## src/rtl/sha_msg_schedule.sv

```systemverilog
// SHA-2 message-schedule expander: loads a 16-word block, then streams W_0..W_{ROUNDS-1}.
// Define MSG_SCHED_PIPE_EN to drive out_data/out_idx/out_last from a one-entry output stage.
module sha_msg_schedule #(
  parameter int WORD_W = 64,
  parameter int ROUNDS = 80
) (
  input  logic              clk,
  input  logic              rst,
  input  logic              in_valid,
  output logic              in_ready,
  input  logic [WORD_W-1:0] in_data,
  output logic              out_valid,
  input  logic              out_ready,
  output logic [WORD_W-1:0] out_data,
  output logic [6:0]        out_idx,
  output logic              out_last,
  output logic              busy
);

  typedef enum logic {LOAD = 1'b0, RUN = 1'b1} state_t;

  localparam logic [6:0]  LAST_T = 7'(ROUNDS - 1);
  localparam int unsigned S0_A = (WORD_W == 64) ? 32'd1  : 32'd7;
  localparam int unsigned S0_B = (WORD_W == 64) ? 32'd8  : 32'd18;
  localparam int unsigned S0_C = (WORD_W == 64) ? 32'd7  : 32'd3;
  localparam int unsigned S1_A = (WORD_W == 64) ? 32'd19 : 32'd17;
  localparam int unsigned S1_B = (WORD_W == 64) ? 32'd61 : 32'd19;
  localparam int unsigned S1_C = (WORD_W == 64) ? 32'd6  : 32'd10;

  function automatic logic [WORD_W-1:0] rotr(input logic [WORD_W-1:0] x, input int unsigned n);
    return (x >> n) | (x << (WORD_W - n));
  endfunction

  function automatic logic [WORD_W-1:0] sig0(input logic [WORD_W-1:0] x);
    return rotr(x, S0_A) ^ rotr(x, S0_B) ^ (x >> S0_C);
  endfunction

  function automatic logic [WORD_W-1:0] sig1(input logic [WORD_W-1:0] x);
    return rotr(x, S1_A) ^ rotr(x, S1_B) ^ (x >> S1_C);
  endfunction

  state_t            state, state_nxt;
  logic [3:0]        ld_cnt;
  logic [6:0]        t;
  logic [WORD_W-1:0] wbuf [16];
  logic [3:0]        ti;
  logic [WORD_W-1:0] w_calc;
  logic              ld_fire, ld_last, issue, done;

  assign ti       = t[3:0];
  assign ld_fire  = (state == LOAD) && in_valid;
  assign ld_last  = ld_fire && (ld_cnt == 4'd15);
  assign in_ready = (state == LOAD);
  assign busy     = (state == RUN);

  // Schedule word for index t; the ring slot ti still holds W_{t-16} when t >= 16
  always_comb begin
    w_calc = '0;
    if (t < 7'd16) begin
      w_calc = wbuf[ti];
    end else begin
      w_calc = sig1(wbuf[ti - 4'd2]) + wbuf[ti - 4'd7] + sig0(wbuf[ti - 4'd15]) + wbuf[ti];
    end
  end

`ifdef MSG_SCHED_PIPE_EN
  logic              issued_all, stg_valid, stg_last;
  logic [WORD_W-1:0] stg_data;
  logic [6:0]        stg_idx;

  assign issue = busy && !issued_all && (!stg_valid || out_ready);
  assign done  = stg_valid && out_ready && stg_last;

  // Output stage; slot ti is written back as the word enters, so later reads see it
  always_ff @(posedge clk or posedge rst) begin
    if (rst) begin
      stg_valid  <= 1'b0;
      stg_data   <= '0;
      stg_idx    <= 7'd0;
      stg_last   <= 1'b0;
      issued_all <= 1'b0;
    end else begin
      if (issue) begin
        stg_valid <= 1'b1;
        stg_data  <= w_calc;
        stg_idx   <= t;
        stg_last  <= (t == LAST_T);
      end else if (out_ready) begin
        stg_valid <= 1'b0;
        stg_data  <= '0;
        stg_idx   <= 7'd0;
        stg_last  <= 1'b0;
      end
      if (issue && (t == LAST_T)) begin
        issued_all <= 1'b1;
      end else if (done) begin
        issued_all <= 1'b0;
      end
    end
  end

  assign out_valid = stg_valid;
  assign out_data  = stg_data;
  assign out_idx   = stg_idx;
  assign out_last  = stg_last;
`else
  assign issue     = busy && out_ready;
  assign done      = issue && (t == LAST_T);
  assign out_valid = busy;
  assign out_data  = busy ? w_calc : '0;
  assign out_idx   = busy ? t : 7'd0;
  assign out_last  = busy && (t == LAST_T);
`endif

  // State register
  always_ff @(posedge clk or posedge rst) begin
    if (rst) begin
      state <= LOAD;
    end else begin
      state <= state_nxt;
    end
  end

  // Next-state logic
  always_comb begin
    state_nxt = state;
    case (state)
      LOAD: begin
        if (ld_last) state_nxt = RUN;
        else         state_nxt = LOAD;
      end
      RUN: begin
        if (done) state_nxt = LOAD;
        else      state_nxt = RUN;
      end
      default: state_nxt = LOAD;
    endcase
  end

  // Ring buffer, load counter and round index
  always_ff @(posedge clk or posedge rst) begin
    if (rst) begin
      ld_cnt <= 4'd0;
      t      <= 7'd0;
      for (int i = 0; i < 16; i++) wbuf[i] <= '0;
    end else begin
      if (ld_fire) begin
        wbuf[ld_cnt] <= in_data;
        ld_cnt       <= ld_cnt + 4'd1;
      end
      if (issue && (t >= 7'd16)) begin
        wbuf[ti] <= w_calc;
      end
      if (ld_last) begin
        t <= 7'd0;
      end else if (issue) begin
        t <= (t == LAST_T) ? 7'd0 : t + 7'd1;
      end
    end
  end

endmodule

```

## config.mk

```make
export PLATFORM = sky130hd
export DESIGN_NAME = sha_msg_schedule
export DESIGN_NICKNAME = d
export VERILOG_FILES = /design/src/rtl/sha_msg_schedule.sv
export SDC_FILE = /design/constraint.sdc
export NUM_CORES = 2
export LEC_CHECK = 0
export BUFFER_PORTS_ARGS = -buffer_cell sky130_fd_sc_hd__buf_2
export CAP_MARGIN = 20
export CORE_MARGIN = 5
export CORE_UTILIZATION = 55
export CTS_CLUSTER_SIZE = 25
export DETAILED_ROUTE_END_ITERATION = 8
export PLACE_DENSITY_LB_ADDON = 0.3
export SLEW_MARGIN = 20
export SYNTH_ARGS = -nofsm -noshare
export SYNTH_HDL_FRONTEND = slang
export SYNTH_SLANG_ARGS = --single-unit
```

## constraint.sdc

```tcl
create_clock -name clk -period 60.5 [get_ports clk]
set_input_delay 3.025 -clock clk [delete_from_list [all_inputs] [get_ports clk]]
set_output_delay 3.025 -clock clk [all_outputs]
set_load 0.005 [all_outputs]
```

* Word level (Yosys, flattened, before mapping)
Index checks and enable logic that the tools add are counted.
** Operators by class
- Add/sub/neg operators :: 8
- Magnitude comparators :: 9
- Equal/unequal tests :: 2
- Muxes and demuxes :: 29
- Bitwise operators :: 14
- Reductions and logical operators :: 9
** Operators by type and width (number)
- bitwise mux 1024 bit :: 2
- two-way mux 1024 bit :: 2
- binary-select mux 64 bit (select 4 bit) :: 4
- two-way mux 64 bit :: 12
- demux 64 bit (select 4 bit) :: 2
- adder 64 bit :: 3
- XOR 64 bit :: 2
- OR 3 x 64 -> 64 bit :: 1
- OR 45 x 64 -> 64 bit :: 1
- OR 56 x 64 -> 64 bit :: 1
- OR 63 x 64 -> 64 bit :: 1
- XOR 64 x 57 -> 64 bit :: 1
- XOR 64 x 58 -> 64 bit :: 1
- two-way mux 7 bit :: 4
- greater-or-equal comparator 5 bit, second input constant :: 5
- inverter 4 -> 5 bit :: 5
- less-than comparator 5 x 1 -> 1 bit, second input constant :: 2
- logical AND 1 bit :: 8
- adder 7 x 1 -> 7 bit, second input constant :: 1
- == test 7 bit, second input constant :: 1
- greater-or-equal comparator 7 x 5 -> 1 bit, second input constant :: 1
- less-than comparator 7 x 5 -> 1 bit, second input constant :: 1
- adder 4 x 1 -> 4 bit, second input constant :: 1
- == test 4 bit, second input constant :: 1
- other kinds (7) :: 8
** Storage, ports and cells
- Flip-flop bits (word level) :: 1036
- Input port bits :: 68
- Output and inout bits :: 75
- Logic and storage cells :: 90

* Depth between registers and ports, before layout
- Depth after elaboration :: 14
- Mapped depth :: 35
- Gate-level depth less buffers :: 23

* Least setup slack after synthesis
Ideal clock, no wire load.
- Path type :: reg-to-output
- From :: register t[1]
- To :: output port out_data[58]
- Data arrival time :: 8.496 ns
- Data required time :: 57.475 ns
- Path slack :: 48.979 ns
- Cell stages (with the launch flop) :: 34
- Cells stage by stage :: dfrtp_1 > buf_4 > buf_4 > buf_4 > buf_2 > buf_2 > buf_2 > buf_1 > inv_1 > ha_1 > clkbuf_2 > buf_4 > buf_2 > clkbuf_1 > clkbuf_1 > clkbuf_1 > mux4_2 > mux4_2 > fa_1 > inv_1 > fa_1 > inv_1 > ha_1 > and2_1 > nand3_1 > a2111oi_2 > o22ai_2 > o32ai_1 > a21oi_2 > o41ai_2 > a21boi_0 > xor2_1 > buf_2 > o21ai_0
** On the way
- Word-level cells in the longest chain between the ends :: 13
** RTL lines
- start, declared :: line 44 : logic [6:0] t;
- start signal, assigned :: line 157 : t <= (t == LAST_T) ? 7'd0 : t + 7'd1;
- subtractor 4 x 2 -> 4 bit :: line 62 : w_calc = sig1(wbuf[ti - 4'd2]) + wbuf[ti - 4'd7] + sig0(wbuf[ti - 4'd15]) + wbuf[ti];
- inverter 4 -> 5 bit (implied by the code) :: line 62
- binary-select mux 64 bit (select 4 bit) :: line 62
- two-way mux 64 bit (implied by the code) (2 in a row) :: line 62
- OR 45 x 64 -> 64 bit / OR 3 x 64 -> 64 bit (equally long branches) :: line 31 : return (x >> n) | (x << (WORD_W - n));
- XOR 64 bit :: line 39 : return rotr(x, S1_A) ^ rotr(x, S1_B) ^ (x >> S1_C);
- XOR 64 x 58 -> 64 bit :: line 39
- adder 64 bit (3 in a row) :: line 62
- two-way mux 64 bit * :: line 59 : if (t < 7'd16) begin
- two-way mux 64 bit * :: line 110 : assign out_data = busy ? w_calc : '0;
- end, declared :: line 14 : output logic [WORD_W-1:0] out_data,
Every way passes the cells marked *; elsewhere a longest branch is shown, timed or not. The select of a mux whose other input is x is not followed.

* Worst setup path in the final report
- From :: register t[0]
- To :: output port out_data[43]
The elaborated chain is that of the path after synthesis.

==> results.md <==
- Critical Path AT: 11,460 ps
- Post-synthesis mux area share: 0.387
- Post-synthesis adder-cell area fraction: 0.0413
- Drt initial violations: 11,279
- Kind of critical path: register to primary output
- Compound-Gate Fraction of Synth Area: 0.101
- Critical Path End Type: primary output
- Worst Hold Class: register to register
- RSZ-0062 raised after global routing: false
- Dominant synthesized flop cell: dfrtp_1
- Largest family of logic cells by synthesized area: multiplexers
- H-tree Lvls: 3
- Detailed placement HPWL: 199,000 um
- Chip width: 399 um
- Synth cell types: 76
- Syn Inst Count: 7,396
- Post-CTS Setup Bufs: 0
- Worst skew pair latency: 790 ps
- Ports: 143
- R2r worst-path depth: 23
- Synth Area per Inst: 11.2 sq um
- ANT nets after route: 0
- Final WL: 316,000 um
- Clock transition at path regs: 60 ps
- Clock Sinks: 1,036
- CTS root buffer: clkbuf_16
- Seq cells post-synth: 1,036
- Post-Synth Simple-Gate Area: 0.0776
- Multi-input combinational cell area: 53,500 sq um
- Port bufs: 142
- Antenna violations before repair: 25
- Sequence of cells on the critical path: buf_4 -> buf_4 -> buf_4 -> buf_6 -> mux4_2 -> mux4_2 -> xnor2_1 -> xnor2_1 -> fa_1 -> inv_1 -> fa_1 -> inv_1 -> ha_1 -> nand3_1 -> nor4b_1 -> nand3_1 -> or4_1 -> o32a_1 -> and4_1 -> o21ai_0 -> or3b_1 -> a21oi_1 -> buf_2
- Area contributors post-synth: dfrtp_1 (31%), mux4_2 (28%), mux2i_1 (6.6%)
- GRT overflow: 0
- Placed Cells: 8,963
- WP data required: 57,480 ps
- Top cell type's share of synthesized area: 0.312
- Critical Path Source Type: register
- # hold bufs at CTS: 0
- Total Routing Usage GR: 0.396
- Reg2Reg Launch Point: t[0]
- # rows: 142
- Worst R2R End: wbuf[180]
- Final slew viol count: 0
- Commonest cells post-synth: dfrtp_1 (1,036), mux4_2 (1,021), nand2_1 (907)
- Resized Gates After CTS: 0
- Syn Nets: 7,663
- Outcome: complete, no violations
- Top-count cell post-synth: dfrtp_1
- Final TNS setup: 0 ps
- Via density: 7.38
- Area leader, netlist: dfrtp_1
- Worst path most repeated cell: buf_4
- Seq/Total Area, Yosys: 0.312
- Die Y: 399 um
- Top delay family on crit path: buffers and inverters
- Storage cell area: 25,900 sq um
- Final clock skew: 63.6 ps
- Largest net degree at the start of global routing: 141
- Vias in the first global route: 65,701
- CP max stage cell: dfrtp_4
- First-pass GRT wire length: 462,000 um
- GPL Wtd Cong: 1.04
- Nets: 7,335
- EDFF count, synth: 0
- Ys Warns: 0
- Worst-path maximum fanout: 60
- Worst path buffer plus inverter count: 7
- DIE AREA: 159,000 sq um
- # setup viols final: 0
- TritonCTS Buffers: 119
- Asr flop ratio synth: 1.00
- R2r setup slk: 49,790 ps
- CTS tree: done
- Starting density of the core: 0.554
- 1st-pass router iterations: 8
- Hold Path Origin: wbuf[241]
- Worst slew pin tran: 1240 ps
- Final Critical Period: 14,490 ps
- Vias: 67,942
- Area Growth Syn to Fin: 7.20%
- Max-Cap Viols: 0
- F_max: 69.0 MHz
- Xor and xnor area share after synthesis: 0.0329
- Final hold vios: 0
- DRC errors left: 0
- Core footprint: 150,000 sq um
- Filler instances: 12,078
- Hold path cells: 2
- Layout cells sized above 1: 0.274
- Max Root-Sink Buffers: 3
- Max incr delay on CP: 930 ps
- Per-cell routed wire length: 34.4 um
- Non-Filler Instances: 9,205
- Worst Hold End: wbuf[241]
- Tcrit/Tclk final: 0.239
- Mapped Area: 83,100 sq um
- Slew headroom: 0.172
[layout by cell type (no fill, tap or decap), drive strengths merged, types with 4 or more instances in the layout]
cell type and n:
a21o 51, clkbuf 165, o21bai 12, or4 4
mux2 330, a211oi 170, nand4 22, bufinv 12
and2 58, nor2b 127, nor4 7, nor2 176
a21boi 7, dfrtp 1036, xor2 73, ha 73
fa 126, xnor2 237, nand2 907, a31oi 50
o21ai 828, nand3 49, nor3 25, and3 59
mux4 1021, diode 18, o21a 7, mux2i 545
a21oi 321, inv 218, nand2b 5, or3 24
o211ai 8, o31ai 5, buf 321, clkinv 34
clkinvlp 10
[state kept, by name, indices dropped and copies added, names as in the netlist]
signal  count
wbuf     1024
t           7
busy        1
ld_cnt      4
[worst register-to-register path, cell delays in order, from the launching register on]
cell	delay, ps
dfrtp_4	930
buf_4	800
buf_4	850
buf_4	630
buf_4	690
mux4_2	600
mux4_2	670
xnor2_1	290
xnor2_1	120
fa_1	520
inv_1	50
fa_1	480
inv_1	50
ha_1	320
and2_1	190
a221oi_1	510
a21oi_1	210
o211ai_1	320
and2_1	330
o311ai_2	230
a31oi_2	460
xnor2_1	270
nor2_1	760
o21ai_0	250
[logic make-up after synthesis]
group,count (synthesis)
XOR/XNOR,310
multiplexers,1896
flip-flops,1036
AND/OR/NAND/NOR,1475
adder cells (fa/ha/maj),199
buffers and inverters,985
AO/OA/AOI/OAI,1495
[metal layers]
layer  up-vias  part of all wire  track usage
met5         -           0.00022            0
met4        10             0.075        0.244
met3      1158              0.15        0.137
met2      5618              0.43        0.561
met1     34221              0.35        0.525
li1      26935                 -            -
[worst max-delay path by stage]
stage,depth (start not counted),end,from
after floorplan,1,busy,rst
after global placement,25,out_data[59],t[0]
after detailed placement,23,out_data[43],t[0]
after CTS,23,out_data[43],t[0]
after global routing,23,out_data[43],t[0]
final,23,out_data[43],t[0]
[layout make-up]
type / instances / share of cell area
Antenna cell: 18 / 0.000505
Multi-Input combinational cell: 5375 / 0.601
Sequential cell: 1036 / 0.291
Clock buffer: 165 / 0.0386
Clock inverter: 59 / 0.00779
Inverter: 215 / 0.00914
Tap cell: 2016 / 0.0283
Timing Repair Buffer: 321 / 0.0240
[metrics by stage]
stage	hold slack (ps)	worst slack, ps	area, sq um	util
5_1_grt	640	45240	89100	0.594
3_5_place_dp	587	46630	84900	0.566
3_3_place_gp	569	46840	84900	0.566
6_report	604	46010	89100	0.594
4_1_cts	605	45780	89100	0.593
2_1_floorplan	517	28320	83100	-
Power is not shown: default switching activity piles up to over one toggle a cycle in this logic, so the estimate is an artifact.
